==> src/rtl/buck_sim_pkg.sv <==
// Shared types and constants for the fixed-point buck-converter solver.
// Scheduler and datapath import this so both agree on the Q16.16 format.
package buck_sim_pkg;

    localparam int unsigned FRAC_W          = 16;
    localparam int unsigned Q_W             = 32;
    localparam int unsigned CNT_W_DEFAULT   = 10;
    localparam int unsigned TIMEOUT_DEFAULT = 64;

    typedef logic signed [Q_W-1:0] q16_16_t;

    localparam q16_16_t Q_ONE  = 32'sh0001_0000;
    localparam q16_16_t Q_ZERO = 32'sh0000_0000;

    typedef enum logic [2:0] {
        StIdle,
        StSrc,
        StCur,
        StVolt,
        StDone
    } state_e;

    function automatic q16_16_t int_to_q(input int v);
        return q16_16_t'(v) <<< FRAC_W;
    endfunction

endpackage

==> src/rtl/pwm_source_gen.sv <==
// PWM source generator: period/duty latching at period boundaries and the
// registered switched-source voltage, advanced once per time step.
module pwm_source_gen
    import buck_sim_pkg::*;
#(
    parameter int unsigned DATA_W = 32,
    parameter int unsigned CNT_W  = 10
) (
    input  logic              clk_i,
    input  logic              rst_ni,
    input  logic              advance_i,
    input  logic [CNT_W-1:0]  period_i,
    input  logic [CNT_W-1:0]  duty_i,
    input  logic [DATA_W-1:0] vin_i,
    output logic [DATA_W-1:0] e_val_o
);

    logic [CNT_W-1:0]  pwm_cnt_q;
    logic [CNT_W-1:0]  period_lat_q;
    logic [CNT_W-1:0]  duty_lat_q;
    logic [DATA_W-1:0] e_val_q;
    logic [CNT_W-1:0]  period_eff;
    logic [CNT_W-1:0]  duty_eff;

    // At a period boundary the fresh inputs apply to this very step.
    always_comb begin
        period_eff = period_lat_q;
        duty_eff   = duty_lat_q;
        if (pwm_cnt_q == '0) begin
            period_eff = (period_i == '0) ? CNT_W'(1) : period_i;
            duty_eff   = duty_i;
        end
    end

    always_ff @(posedge clk_i) begin
        if (!rst_ni) begin
            pwm_cnt_q    <= '0;
            period_lat_q <= CNT_W'(1);
            duty_lat_q   <= '0;
            e_val_q      <= '0;
        end else if (advance_i) begin
            period_lat_q <= period_eff;
            duty_lat_q   <= duty_eff;
            e_val_q      <= (pwm_cnt_q < duty_eff) ? vin_i : '0;
            pwm_cnt_q    <= (pwm_cnt_q >= period_eff - CNT_W'(1)) ? '0 : pwm_cnt_q + CNT_W'(1);
        end
    end

    assign e_val_o = e_val_q;

endmodule

==> src/rtl/buck_step_scheduler.sv <==
// Time-step sequencer: source update, then current and voltage half-steps
// with done handshakes, a timeout guard and a per-step sample-valid pulse.
module buck_step_scheduler
    import buck_sim_pkg::*;
#(
    parameter int unsigned DATA_W  = 32,
    parameter int unsigned CNT_W   = CNT_W_DEFAULT,
    parameter int unsigned TIMEOUT = TIMEOUT_DEFAULT
) (
    input  logic              clk_i,
    input  logic              rst_ni,
    input  logic              run_i,
    input  logic              step_i,
    input  logic [CNT_W-1:0]  period_i,
    input  logic [CNT_W-1:0]  duty_i,
    input  logic [DATA_W-1:0] vin_i,
    output logic [DATA_W-1:0] e_val_o,
    output logic              cur_start_o,
    input  logic              cur_done_i,
    output logic              volt_start_o,
    input  logic              volt_done_i,
    output logic              sample_valid_o,
    output logic [31:0]       step_count_o,
    output logic              busy_o,
    output logic              err_o
);

    localparam int unsigned WAIT_W = (TIMEOUT > 2) ? $clog2(TIMEOUT) : 1;
    localparam logic [WAIT_W-1:0] WAIT_LAST = WAIT_W'(TIMEOUT - 1);

    state_e            state_q, state_d;
    logic [WAIT_W-1:0] wait_q, wait_d;
    logic              cur_start_q, cur_start_d;
    logic              volt_start_q, volt_start_d;
    logic              sample_valid_q, sample_valid_d;
    logic              err_q, err_d;
    logic [31:0]       count_q, count_d;
    logic              advance;

    always_comb begin
        state_d        = state_q;
        wait_d         = wait_q;
        cur_start_d    = 1'b0;
        volt_start_d   = 1'b0;
        sample_valid_d = 1'b0;
        err_d          = err_q;
        count_d        = count_q;
        advance        = 1'b0;
        unique case (state_q)
            StIdle: begin
                if (run_i || step_i) state_d = StSrc;
            end
            StSrc: begin
                advance     = 1'b1;
                cur_start_d = 1'b1;
                wait_d      = '0;
                state_d     = StCur;
            end
            StCur: begin
                // A done coinciding with the start strobe belongs to no request.
                if (!cur_start_q && cur_done_i) begin
                    volt_start_d = 1'b1;
                    wait_d       = '0;
                    state_d      = StVolt;
                end else if (wait_q == WAIT_LAST) begin
                    err_d   = 1'b1;
                    state_d = StIdle;
                end else begin
                    wait_d = wait_q + WAIT_W'(1);
                end
            end
            StVolt: begin
                if (!volt_start_q && volt_done_i) begin
                    sample_valid_d = 1'b1;
                    count_d        = count_q + 32'd1;
                    state_d        = StDone;
                end else if (wait_q == WAIT_LAST) begin
                    err_d   = 1'b1;
                    state_d = StIdle;
                end else begin
                    wait_d = wait_q + WAIT_W'(1);
                end
            end
            StDone: begin
                state_d = run_i ? StSrc : StIdle;
            end
            default: state_d = StIdle;
        endcase
    end

    always_ff @(posedge clk_i) begin
        if (!rst_ni) begin
            state_q        <= StIdle;
            wait_q         <= '0;
            cur_start_q    <= 1'b0;
            volt_start_q   <= 1'b0;
            sample_valid_q <= 1'b0;
            err_q          <= 1'b0;
            count_q        <= '0;
        end else begin
            state_q        <= state_d;
            wait_q         <= wait_d;
            cur_start_q    <= cur_start_d;
            volt_start_q   <= volt_start_d;
            sample_valid_q <= sample_valid_d;
            err_q          <= err_d;
            count_q        <= count_d;
        end
    end

    pwm_source_gen #(
        .DATA_W (DATA_W),
        .CNT_W  (CNT_W)
    ) u_pwm (
        .clk_i     (clk_i),
        .rst_ni    (rst_ni),
        .advance_i (advance),
        .period_i  (period_i),
        .duty_i    (duty_i),
        .vin_i     (vin_i),
        .e_val_o   (e_val_o)
    );

    assign cur_start_o    = cur_start_q;
    assign volt_start_o   = volt_start_q;
    assign sample_valid_o = sample_valid_q;
    assign step_count_o   = count_q;
    assign busy_o         = (state_q != StIdle);
    assign err_o          = err_q;

endmodule
==> config.mk <==
export PLATFORM = sky130hd
export DESIGN_NAME = buck_step_scheduler
export DESIGN_NICKNAME = d
export VERILOG_FILES = /design/src/rtl/buck_sim_pkg.sv /design/src/rtl/pwm_source_gen.sv /design/src/rtl/buck_step_scheduler.sv
export SDC_FILE = /design/constraint.sdc
export NUM_CORES = 1
export LEC_CHECK = 0
export CAP_MARGIN = 20
export CORE_UTILIZATION = 40
export DETAILED_ROUTE_END_ITERATION = 10
export PLACE_DENSITY_LB_ADDON = 0.2
export SETUP_SLACK_MARGIN = 0.1
export SLEW_MARGIN = 10
export SYNTH_ARGS = -nofsm -noshare
export SYNTH_HDL_FRONTEND = slang
export SYNTH_SLANG_ARGS = --single-unit
==> constraint.sdc <==
create_clock -name clk_i -period 5.26 [get_ports clk_i]
set_clock_uncertainty 0.2 [all_clocks]
set_input_delay 1.052 -clock clk_i [delete_from_list [all_inputs] [get_ports clk_i]]
set_output_delay 1.052 -clock clk_i [all_outputs]
set_load 0.02 [all_outputs]
== Word level (Yosys, flattened, before mapping) ==
Cells that the tools add are included.

* Register bits after elaboration: 107
* Bits of input ports: 58
* Output and inout port bits: 69
* Word-level logic and storage cells: 63

* $add $sub $neg: 4
* Order comparisons: 2
* Equal/unequal tests: 8
* Multiplexer cells: 22
* Reduce and logical (&&, ||, !) cells: 16

{| class="wikitable"
|+ Operators with widths
! kind !! number
|-
| $mux W10 || 4
|-
| $add A32 B1 Y32 const B || 1
|-
| $mux W32 || 1
|-
| $logic_not A10 Y1 || 2
|-
| $mux W6 || 3
|-
| $pmux W6 S3 || 1
|-
| $pmux W3 S5 || 1
|-
| $mux W3 || 4
|-
| $add A10 B1 Y10 const B || 1
|-
| $ge A10 B10 Y1 || 1
|-
| $lt A10 B10 Y1 || 1
|-
| $sub A10 B1 Y10 const B || 1
|-
| $reduce_and A2 Y1 || 4
|-
| $mux W1 || 7
|-
| $add A6 B1 Y6 const B || 1
|-
| $eq A3 B2 Y1 const B || 2
|-
| $eq A6 B6 Y1 const B || 1
|-
| $ne A2 B2 Y1 const B || 3
|-
| $reduce_bool A3 Y1 || 2
|-
| $eq A3 B1 Y1 const B || 1
|-
| $eq A3 B3 Y1 const B || 1
|-
| $logic_not A3 Y1 || 1
|-
| $reduce_and A3 Y1 || 1
|-
| $logic_and A1 B1 Y1 || 2
|-
| 4 further kinds || 5
|}

== Logic depth before layout (Yosys ltp) ==
Gate-level depths: netlist of the first run.

* Word-level depth: 6
* Depth in mapped cells: 17
* Depth with buffers taken out: 15

== Cells and area by module ==
A second synthesis of the first run with hierarchy kept.

* Cell total of the unflattened synthesis: 671
* Area, all modules: 5671.7 um^2

{| class="wikitable"
|+ By module, submodules not included
! module !! times used !! cells each !! area an instance (um^2) !! sequential area each (um^2)
|-
| pwm_source_gen || 1 || 401 || 3375.7 || 1241.2
|-
| buck_step_scheduler || 1 || 270 || 2296.0 || 900.9
|}

== Worst setup path before layout of the first run ==
OpenSTA, ideal clock, no wires.

* Path type: input to register
* From: input port period_i[1]
* To: register u_pwm.pwm_cnt_q[0]
* Library setup time: 0.071 ns
* Data arrival time: 3.755 ns
* Data required time: 4.989 ns
* Path slack: 1.234 ns
* Stages on the path: 13
* Buffers on the path: 0
* Cell sequence: or4_1 o31ai_1 mux2i_1 ha_1 nand3b_1 nor4_1 xor2_1 mux2i_1 ha_1 a2111o_1 a21oi_1 o21ai_1 a21oi_1

* Cells in the longest elaborated chain, start to end: 6

{| class="wikitable"
|+ Ends and longest elaborated chain
! item !! line !! text
|-
| from (decl) || buck_step_scheduler.sv:14 || <nowiki>input logic [CNT_W-1:0] period_i,</nowiki>
|-
| $logic_not A10 Y1 || pwm_source_gen.sv:30 || <nowiki>period_eff = (period_i == '0) ? CNT_W'(1) : period_i;</nowiki>
|-
| $mux W10 * || pwm_source_gen.sv:30 ||
|-
| $mux W10 * || pwm_source_gen.sv:29 || <nowiki>if (pwm_cnt_q == '0) begin</nowiki>
|-
| $sub A10 B1 Y10 * || pwm_source_gen.sv:45 || <nowiki>pwm_cnt_q <= (pwm_cnt_q >= period_eff - CNT_W'(1)) ? '0 : pwm_cnt_q + CNT_W'(1);</nowiki>
|-
| $ge A10 B10 Y1 * || pwm_source_gen.sv:45 ||
|-
| $mux W10 * || pwm_source_gen.sv:45 ||
|-
| to (signal assigned) || pwm_source_gen.sv:45 ||
|-
| to (decl) || pwm_source_gen.sv:18 || <nowiki>logic [CNT_W-1:0] pwm_cnt_q;</nowiki>
|}

Mark *: on every way between the ends. The rest lies on a longest branch, timed or not.
A chain may end at the register's enable or synchronous reset.

== Worst setup path in the final report of the first run ==
* From: input port period_i[5]
* To: register u_pwm.pwm_cnt_q[6]

The elaborated chain is that of the path after synthesis.

==> impl_metrics.py, run 1 <==
metrics = {
    "sta": {
        "period_needed_ns": 4.671,
        "slew_viol_final": 0,
        "rsz0062_at_grt": "false",
        "setup_viol": 0,
        "hold_viol_final": 0,
        "fmax_mhz": 214.1,
        "worst_slew_pin_slew_ns": 0.8024,
        "fin_setup_tns_ns": 0,
        "max-slew-margin-rel_pct": 46.45,
        "finalCritPeriodShare_pct": 88.80,
    },
    "worst_hold_path": {
        "hold_depth": 2,
        "hp-class": "flip-flop to flip-flop",
        "hold_start": "u_pwm.duty_lat_q[8]",
    },
    "floorplan": {
        "dieArea_um2": 13420,
        "initial_core_util_pct": 41.10,
        "core_area_um2": 12620,
        "dieHeight_um": 115.9,
        "die_x_um": 115.9,
        "rows": 41,
        "io_pins": 127,
    },
    "finish": {
        "drive_gt1_share_pct": 7.714,
        "diodes": 0,
        "syn_to_final_growth_pct": 32.59,
        "post-route-util_pct": 54.49,
        "nets": 777,
    },
    "worst_setup_path": {
        "cp.depth": 14,
        "path_delay_family": "compound AO/OA/AOI/OAI gates",
        "r2r_setup_slack_ns": 0.76,
        "reg2reg_depth": 15,
        "crit_path_start": "period_i[5]",
        "regToRegStartpoint": "u_pwm.pwm_cnt_q[0]",
        "max_stage_delay_ns": 0.60,
        "crit_path_start_kind": "input pin",
        "criticalPathCategory": "input pin to flip-flop",
        "cp-end-kind": "flip-flop",
        "arrival_ns": 4.75,
        "crit_fanout": 10,
        "crit_chain": "clkdlybuf4s50_1, or4_1, o31ai_1, mux2i_1, ha_1, nand3b_1, nor4_1, xor2_1, mux2i_1, ha_1, a2111o_1, a21oi_1, o21ai_1, a21oi_1",
        "crit_buf_inv": 1,
        "endpoint": "u_pwm.pwm_cnt_q[6]",
        "crit_slowest_cell": "or4_1",
        "crit_required_ns": 5.34,
        "worstReg2RegEnd": "u_pwm.pwm_cnt_q[6]",
    },
    "logic_synthesis": {
        "synth_cell_types": 53,
        "ys_seq_area_share_pct": 41.30,
        "synth_cells": 577,
        "yosysWarnings": 0,
        "synth.ff_latch_count": 107,
        "synth_area_um2": 5186,
        "syn_avg_cell_area_um2": 8.988,
        "synthArstFlopShare_pct": 0,
        "synth_edf_count": 0,
        "syn-num-nets": 659,
        "synth_flop_cell": "dfxtp_1",
    },
    "routing": {
        "antenna_left": 0,
        "vias": 4614,
        "wire_per_inst_um": 14.76,
        "drt_iter0_markers": 220,
        "drt_pass1_iterations": 4,
        "drt_wl_total_um": 12870,
        "vias_per_cell": 5.291,
        "drc": 0,
    },
    "run_status": {
        "status": "finished, final reports clean",
    },
    "clocking": {
        "cts_hold_buf": 0,
        "post_cts_buffers": 0,
        "clock_latency_ns": 0.35,
        "numCtsBuffers": 9,
        "cts_tree": "done",
        "root_buffer": "clkbuf_16",
        "ctsHtreeMaxLevel": 3,
        "cts_resized": 0,
        "path_clk_slew_ns": 0.08,
        "clock-sinks": 107,
        "clockBufferDepth": 2,
    },
    "pwr": {
        "leakage_nw": 2.617,
        "powerDensity_nw_per_um2": 354.5,
        "peakVddDrop_uv": 181.8,
    },
    "grt": {
        "grt_pass1_wl_um": 21050,
        "grt_max_degree": 36,
        "first_global_vias": 4408,
        "grt_overflow": 0,
        "globalRouteTotalUtil_pct": 19.94,
        "antenna_found_initial": 0,
    },
    "placed_design": {
        "io_buffers": 126,
        "place_congestion": 0.8623,
        "dp_hpwl_um": 9293,
    },
    "job": {
        "maxCapViolations": 0,
    },
}
-- cell type report --
class	instances	area, um^2
repair buffers	132	1306
inverters	10	37.54
multi-input cells	435	2872
well taps	172	215.2
flip-flops and latches	107	2142
clock buffers	10	239.0
fillers	1182	5743
clock inverters	6	65.06
-- cells in the mapped netlist (all sizes together), types with 2 or more instances --
cell	instances	area [um^2]
nor3	11	55.05
nor2	44	167.7
or4	5	37.54
o21ai	20	100.1
nor4	5	31.28
nand4	20	125.1
o21a	3	22.52
a21oi	53	265.3
xor2	25	219.0
nand2b	4	25.02
a31oi	3	18.77
a211o	2	17.52
a211oi	2	27.53
dfxtp	107	2142
a31o	2	17.52
ha	24	300.3
o31ai	3	22.52
nand3b	3	22.52
a22o	32	307.8
a21o	3	22.52
mux2i	20	200.2
buf	10	81.32
inv	10	37.53
or3	12	80.08
nand2	66	247.7
and4	7	61.31
and3	10	62.56
xnor2	15	131.4
clkbuf	15	56.30
and2	10	62.56
nand3	14	70.07
nor2b	3	18.77
-- logic make-up after synthesis --
kind of cell	synth area share, %
AO/OA/AOI/OAI	17.01
XOR/XNOR	6.755
adder cells (fa/ha/maj)	5.790
buffers and inverters	3.377
flip-flops	41.30
multiplexers	4.077
AND/OR/NAND/NOR	21.69
-- through the flow --
stage	hold WS [ns]	setup WS, ns	instance area (um^2)	instances	power [W]
4_1_cts	0.2583	0.6297	6877	872	0.002465
2_1_floorplan	0.2360	1.234	5186	577	0.001518
5_1_grt	0.2778	0.3883	6877	872	0.002590
3_3_place_gp	0.2411	0.4017	6573	856	0.001742
6_report	0.2555	0.5891	6877	872	0.002438
3_5_place_dp	0.2478	0.2569	6573	856	0.001764
-- sequential cells by signal (all words and copies together), names as in the netlist --
name                cells
step_count_o           32
u_pwm.e_val_o          32
u_pwm.duty_lat_q       10
u_pwm.period_lat_q     10
u_pwm.pwm_cnt_q        10
wait_q                  6
state_q                 3
cur_start_o             1
err_o                   1
sample_valid_o          1
volt_start_o            1
-- worst reg2reg max path: cells and delay by family (launching register included) --
| kind | cells | cell delay (ns) |
|---|---|---|
| flip-flops | 1 | 0.33 |
| XOR/XNOR | 1 | 0.19 |
| adder cells (fa/ha/maj) | 3 | 0.70 |
| multiplexers | 2 | 0.58 |
| buffers and inverters | 1 | 0.14 |
| AND/OR/NAND/NOR | 4 | 1.28 |
| AO/OA/AOI/OAI | 4 | 1.00 |
-- power by group --
| part | switching, W | internal [W] |
|---|---|---|
| Sequential | 0.0000613 | 0.000886 |
| Combinational | 0.000428 | 0.000372 |
| Clock | 0.000308 | 0.000382 |
| Total | 0.000798 | 0.00164 |
-- metal layers --
metal  global-route usage [%]  vias to the layer above  share of wire, %
met2                    32.66                      133                45
li1                         -                     2316                 -
met1                    25.41                     2145                47
met4                    6.667                        0               1.8
met5                        0                        -                 0
met3                    5.230                       20               5.8
-- cell usage in the layout, fill, tap and decap left out, types with 6 or more instances in the layout --
cell type	synthesis	layout
and4_1	7	7
nand3_1	14	14
inv_1	9	9
mux2i_1	20	20
or3_1	11	11
a21oi_1	53	53
nor3_1	11	11
dfxtp_1	107	107
nand2_1	66	66
a22o_2	22	22
xor2_1	25	25
buf_4	0	6
and3_1	10	10
xnor2_1	15	15
ha_1	24	24
nand4_1	20	20
clkdlybuf4s50_1	0	126
nor2_1	43	42
clkbuf_16	0	9
a22o_1	10	10
and2_1	10	10
o21ai_0	18	18
-- how the worst min path moves through the flow --
stage,to,slack [ns]
3_3_place_gp,u_pwm.duty_lat_q[7],0.24
2_1_floorplan,u_pwm.duty_lat_q[1],0.24
4_1_cts,u_pwm.duty_lat_q[8],0.26
6_report,u_pwm.duty_lat_q[8],0.26
3_5_place_dp,u_pwm.duty_lat_q[8],0.25
5_1_grt,u_pwm.duty_lat_q[5],0.28
No activity file was read; power rests on OpenSTA's default activity.
==> run 2, diff against run 1 <==
- ABC_AREA: unset -> 1
- CTS_CLUSTER_DIAMETER: unset -> 200
==> impl_metrics.py, run 2 <==
metrics = {
    "logic_synthesis": {
        "synth_edf_count": 0,
        "syn_avg_cell_area_um2": 7.058,
        "synth_area_leaders": "dfxtp_1, nand2_1, inv_1, nor2_1, a21oi_1",
        "synthArstFlopShare_pct": 0,
        "synth_cells": 830,
        "ys_seq_area_share_pct": 36.57,
        "synth_area_um2": 5858,
        "synth_cell_types": 45,
        "yosysMostFrequentCell": "nand2_1",
        "yosysWarnings": 0,
        "synth_top_area_share_pct": 36.57,
        "yosys-top-cells-count": "nand2_1, inv_1, nor2_1",
        "syn-num-nets": 912,
        "synth.ff_latch_count": 107,
        "synth_flop_cell": "dfxtp_1",
        "yosysTopAreaCell": "dfxtp_1",
    },
    "clocking": {
        "ctsHtreeMaxLevel": 3,
        "post_cts_buffers": 0,
        "cts_resized": 0,
        "clock-sinks": 107,
        "root_buffer": "clkbuf_16",
        "clockBufferDepth": 2,
        "numCtsBuffers": 9,
        "cts_tree": "done",
        "clock_latency_ns": 0.35,
        "path_clk_slew_ns": 0.07,
        "cts_hold_buf": 0,
    },
    "finish": {
        "post-route-util_pct": 53.52,
        "diodes": 0,
        "final_common_cell": "nand2_1",
        "fin_cells": 1126,
        "syn_to_final_growth_pct": 28.79,
        "nets": 1023,
        "layout_common_cells": "nand2_1, clkdlybuf4s50_1, inv_1",
        "drive_gt1_share_pct": 6.342,
    },
    "sta": {
        "fin_ws_ns": 1.383,
        "rsz0062_at_grt": "false",
        "period_needed_ns": 3.877,
        "slew_viol_final": 0,
        "hold_viol_final": 0,
        "max-slew-margin-rel_pct": 38.55,
        "setup_viol": 0,
        "finalCritPeriodShare_pct": 73.70,
        "worst_slew_pin_slew_ns": 0.9204,
        "fmax_mhz": 258.0,
        "fin_setup_tns_ns": 0,
    },
    "floorplan": {
        "core_area_um2": 14100,
        "rows": 43,
        "dieArea_um2": 15130,
        "initial_core_util_pct": 41.56,
        "die_x_um": 123.0,
        "io_pins": 127,
        "dieHeight_um": 123.0,
    },
    "job": {
        "maxCapViolations": 0,
    },
    "placed_design": {
        "dp_hpwl_um": 9930,
        "dp_slack_ns": 1.109,
        "place_congestion": 0.8140,
        "post-place-cells": 1110,
        "io_buffers": 126,
    },
    "run_status": {
        "status": "finished, final reports clean",
    },
    "routing": {
        "drt_wl_total_um": 14070,
        "vias_per_cell": 4.792,
        "drc": 0,
        "wire_per_inst_um": 12.50,
        "antenna_left": 0,
        "drt_pass1_iterations": 4,
        "vias": 5396,
        "drt_iter0_markers": 333,
    },
    "grt": {
        "globalRouteTotalUtil_pct": 19.48,
        "first_global_vias": 4861,
        "antenna_found_initial": 0,
        "grt_pass1_wl_um": 23200,
        "grt_overflow": 0,
        "grt_max_degree": 61,
    },
    "worst_setup_path": {
        "crit_fanout": 28,
        "criticalPathCategory": "flip-flop to flip-flop",
        "crit_path_start_kind": "flip-flop",
        "arrival_ns": 3.90,
        "crit_required_ns": 5.29,
        "cp-end-kind": "flip-flop",
    },
    "worst_hold_path": {
        "hp-class": "flip-flop to flip-flop",
    },
    "pwr": {
        "leakage_nw": 3.169,
        "peakVddDrop_uv": 158.1,
        "powerDensity_nw_per_um2": 337.5,
    },
}
run 2: changes by cell type in the layout (fill, tap and decap cells not counted), sizes merged, moves of 9 or more:
cell / delta
mux2i: -11
a22o: -32
nand3: +45
inv: +112
o211ai: +18
and3: -10
xnor2: -11
or3: -12
and2: -9
nand2: +96
nor2: +85
a21oi: +12
run 2: stage by stage:
| step | power [W] | area, um^2 | hold slack [ns] |
|---|---|---|---|
| global route | 0.002733 | 7545 | 0.2865 |
| global placement | 0.001852 | 7232 | 0.2520 |
| floorplan | 0.001622 | 5858 | 0.2430 |
| finish | 0.002547 | 7545 | 0.2631 |
| detailed placement | 0.001859 | 7232 | 0.2550 |
| CTS | 0.002581 | 7545 | 0.2657 |
run 2: final timing paths:
| path | slack, ns | startpoint | endpoint | cells past startpoint |
|---|---|---|---|---|
| max reg2reg | 1.38 | u_pwm.pwm_cnt_q[0] | u_pwm.pwm_cnt_q[6] | 21 |
| min | 0.26 | u_pwm.e_val_o[21] | u_pwm.e_val_o[21] | 2 |
| min reg2reg | 0.26 | u_pwm.e_val_o[21] | u_pwm.e_val_o[21] | 2 |
| max | 1.38 | u_pwm.pwm_cnt_q[0] | u_pwm.pwm_cnt_q[6] | 21 |
run 2: logic make-up (layout without fill, tap and decap cells):
group | Yosys count | after routing | synth area share, %
flops | 107 | 107 | 36.57
compound gates | 125 | 125 | 12.75
xor+xnor | 25 | 25 | 3.738
fa+ha+maj | 24 | 24 | 5.126
simple gates | 389 | 389 | 29.99
mux | 9 | 9 | 1.538
buf+inv | 151 | 267 | 10.29
run 2: metal layers:
metal  track usage (%)  part of all wire [%]  up-vias
met3             4.382                   5.6       18
li1                  -                     -     2897
met4             8.509                   1.8        0
met1             25.38                    49     2354
met2             30.79                    44      127
met5                 0                     0        -
run 2: layout make-up:
cell class	instances	area, um^2
Clock buffer	12	256.5
Clock inverter	4	56.30
Fill cell	1408	6551
Inverter	120	450.4
Multi-Input combinational cell	572	3115
Sequential cell	107	2142
Tap cell	180	225.2
Timing Repair Buffer	131	1299
run 2: where the power goes:
part	internal (W)	leakage, nW	switching (W)
Clock	0.000400	0.154	0.000312
Sequential	0.000904	0.870	0.0000580
Combinational	0.000351	2.14	0.000521
run 2: critical path, cell delays in order, from the launching register on:
cell      delay, ns
dfxtp_1        0.33
inv_1          0.18
ha_1           0.21
nand3_2        0.15
nor2_8         0.48
inv_1          0.11
nand2_1        0.08
nand2_1        0.07
inv_1          0.12
ha_1           0.19
nand2_1        0.10
nor2_4         0.12
nand2_1        0.07
xor2_1         0.15
ha_1           0.32
nand2_1        0.08
nor2_1         0.14
o211ai_1       0.10
nand4_1        0.09
nand2_1        0.05
nand2_1        0.30
nor3b_1        0.09
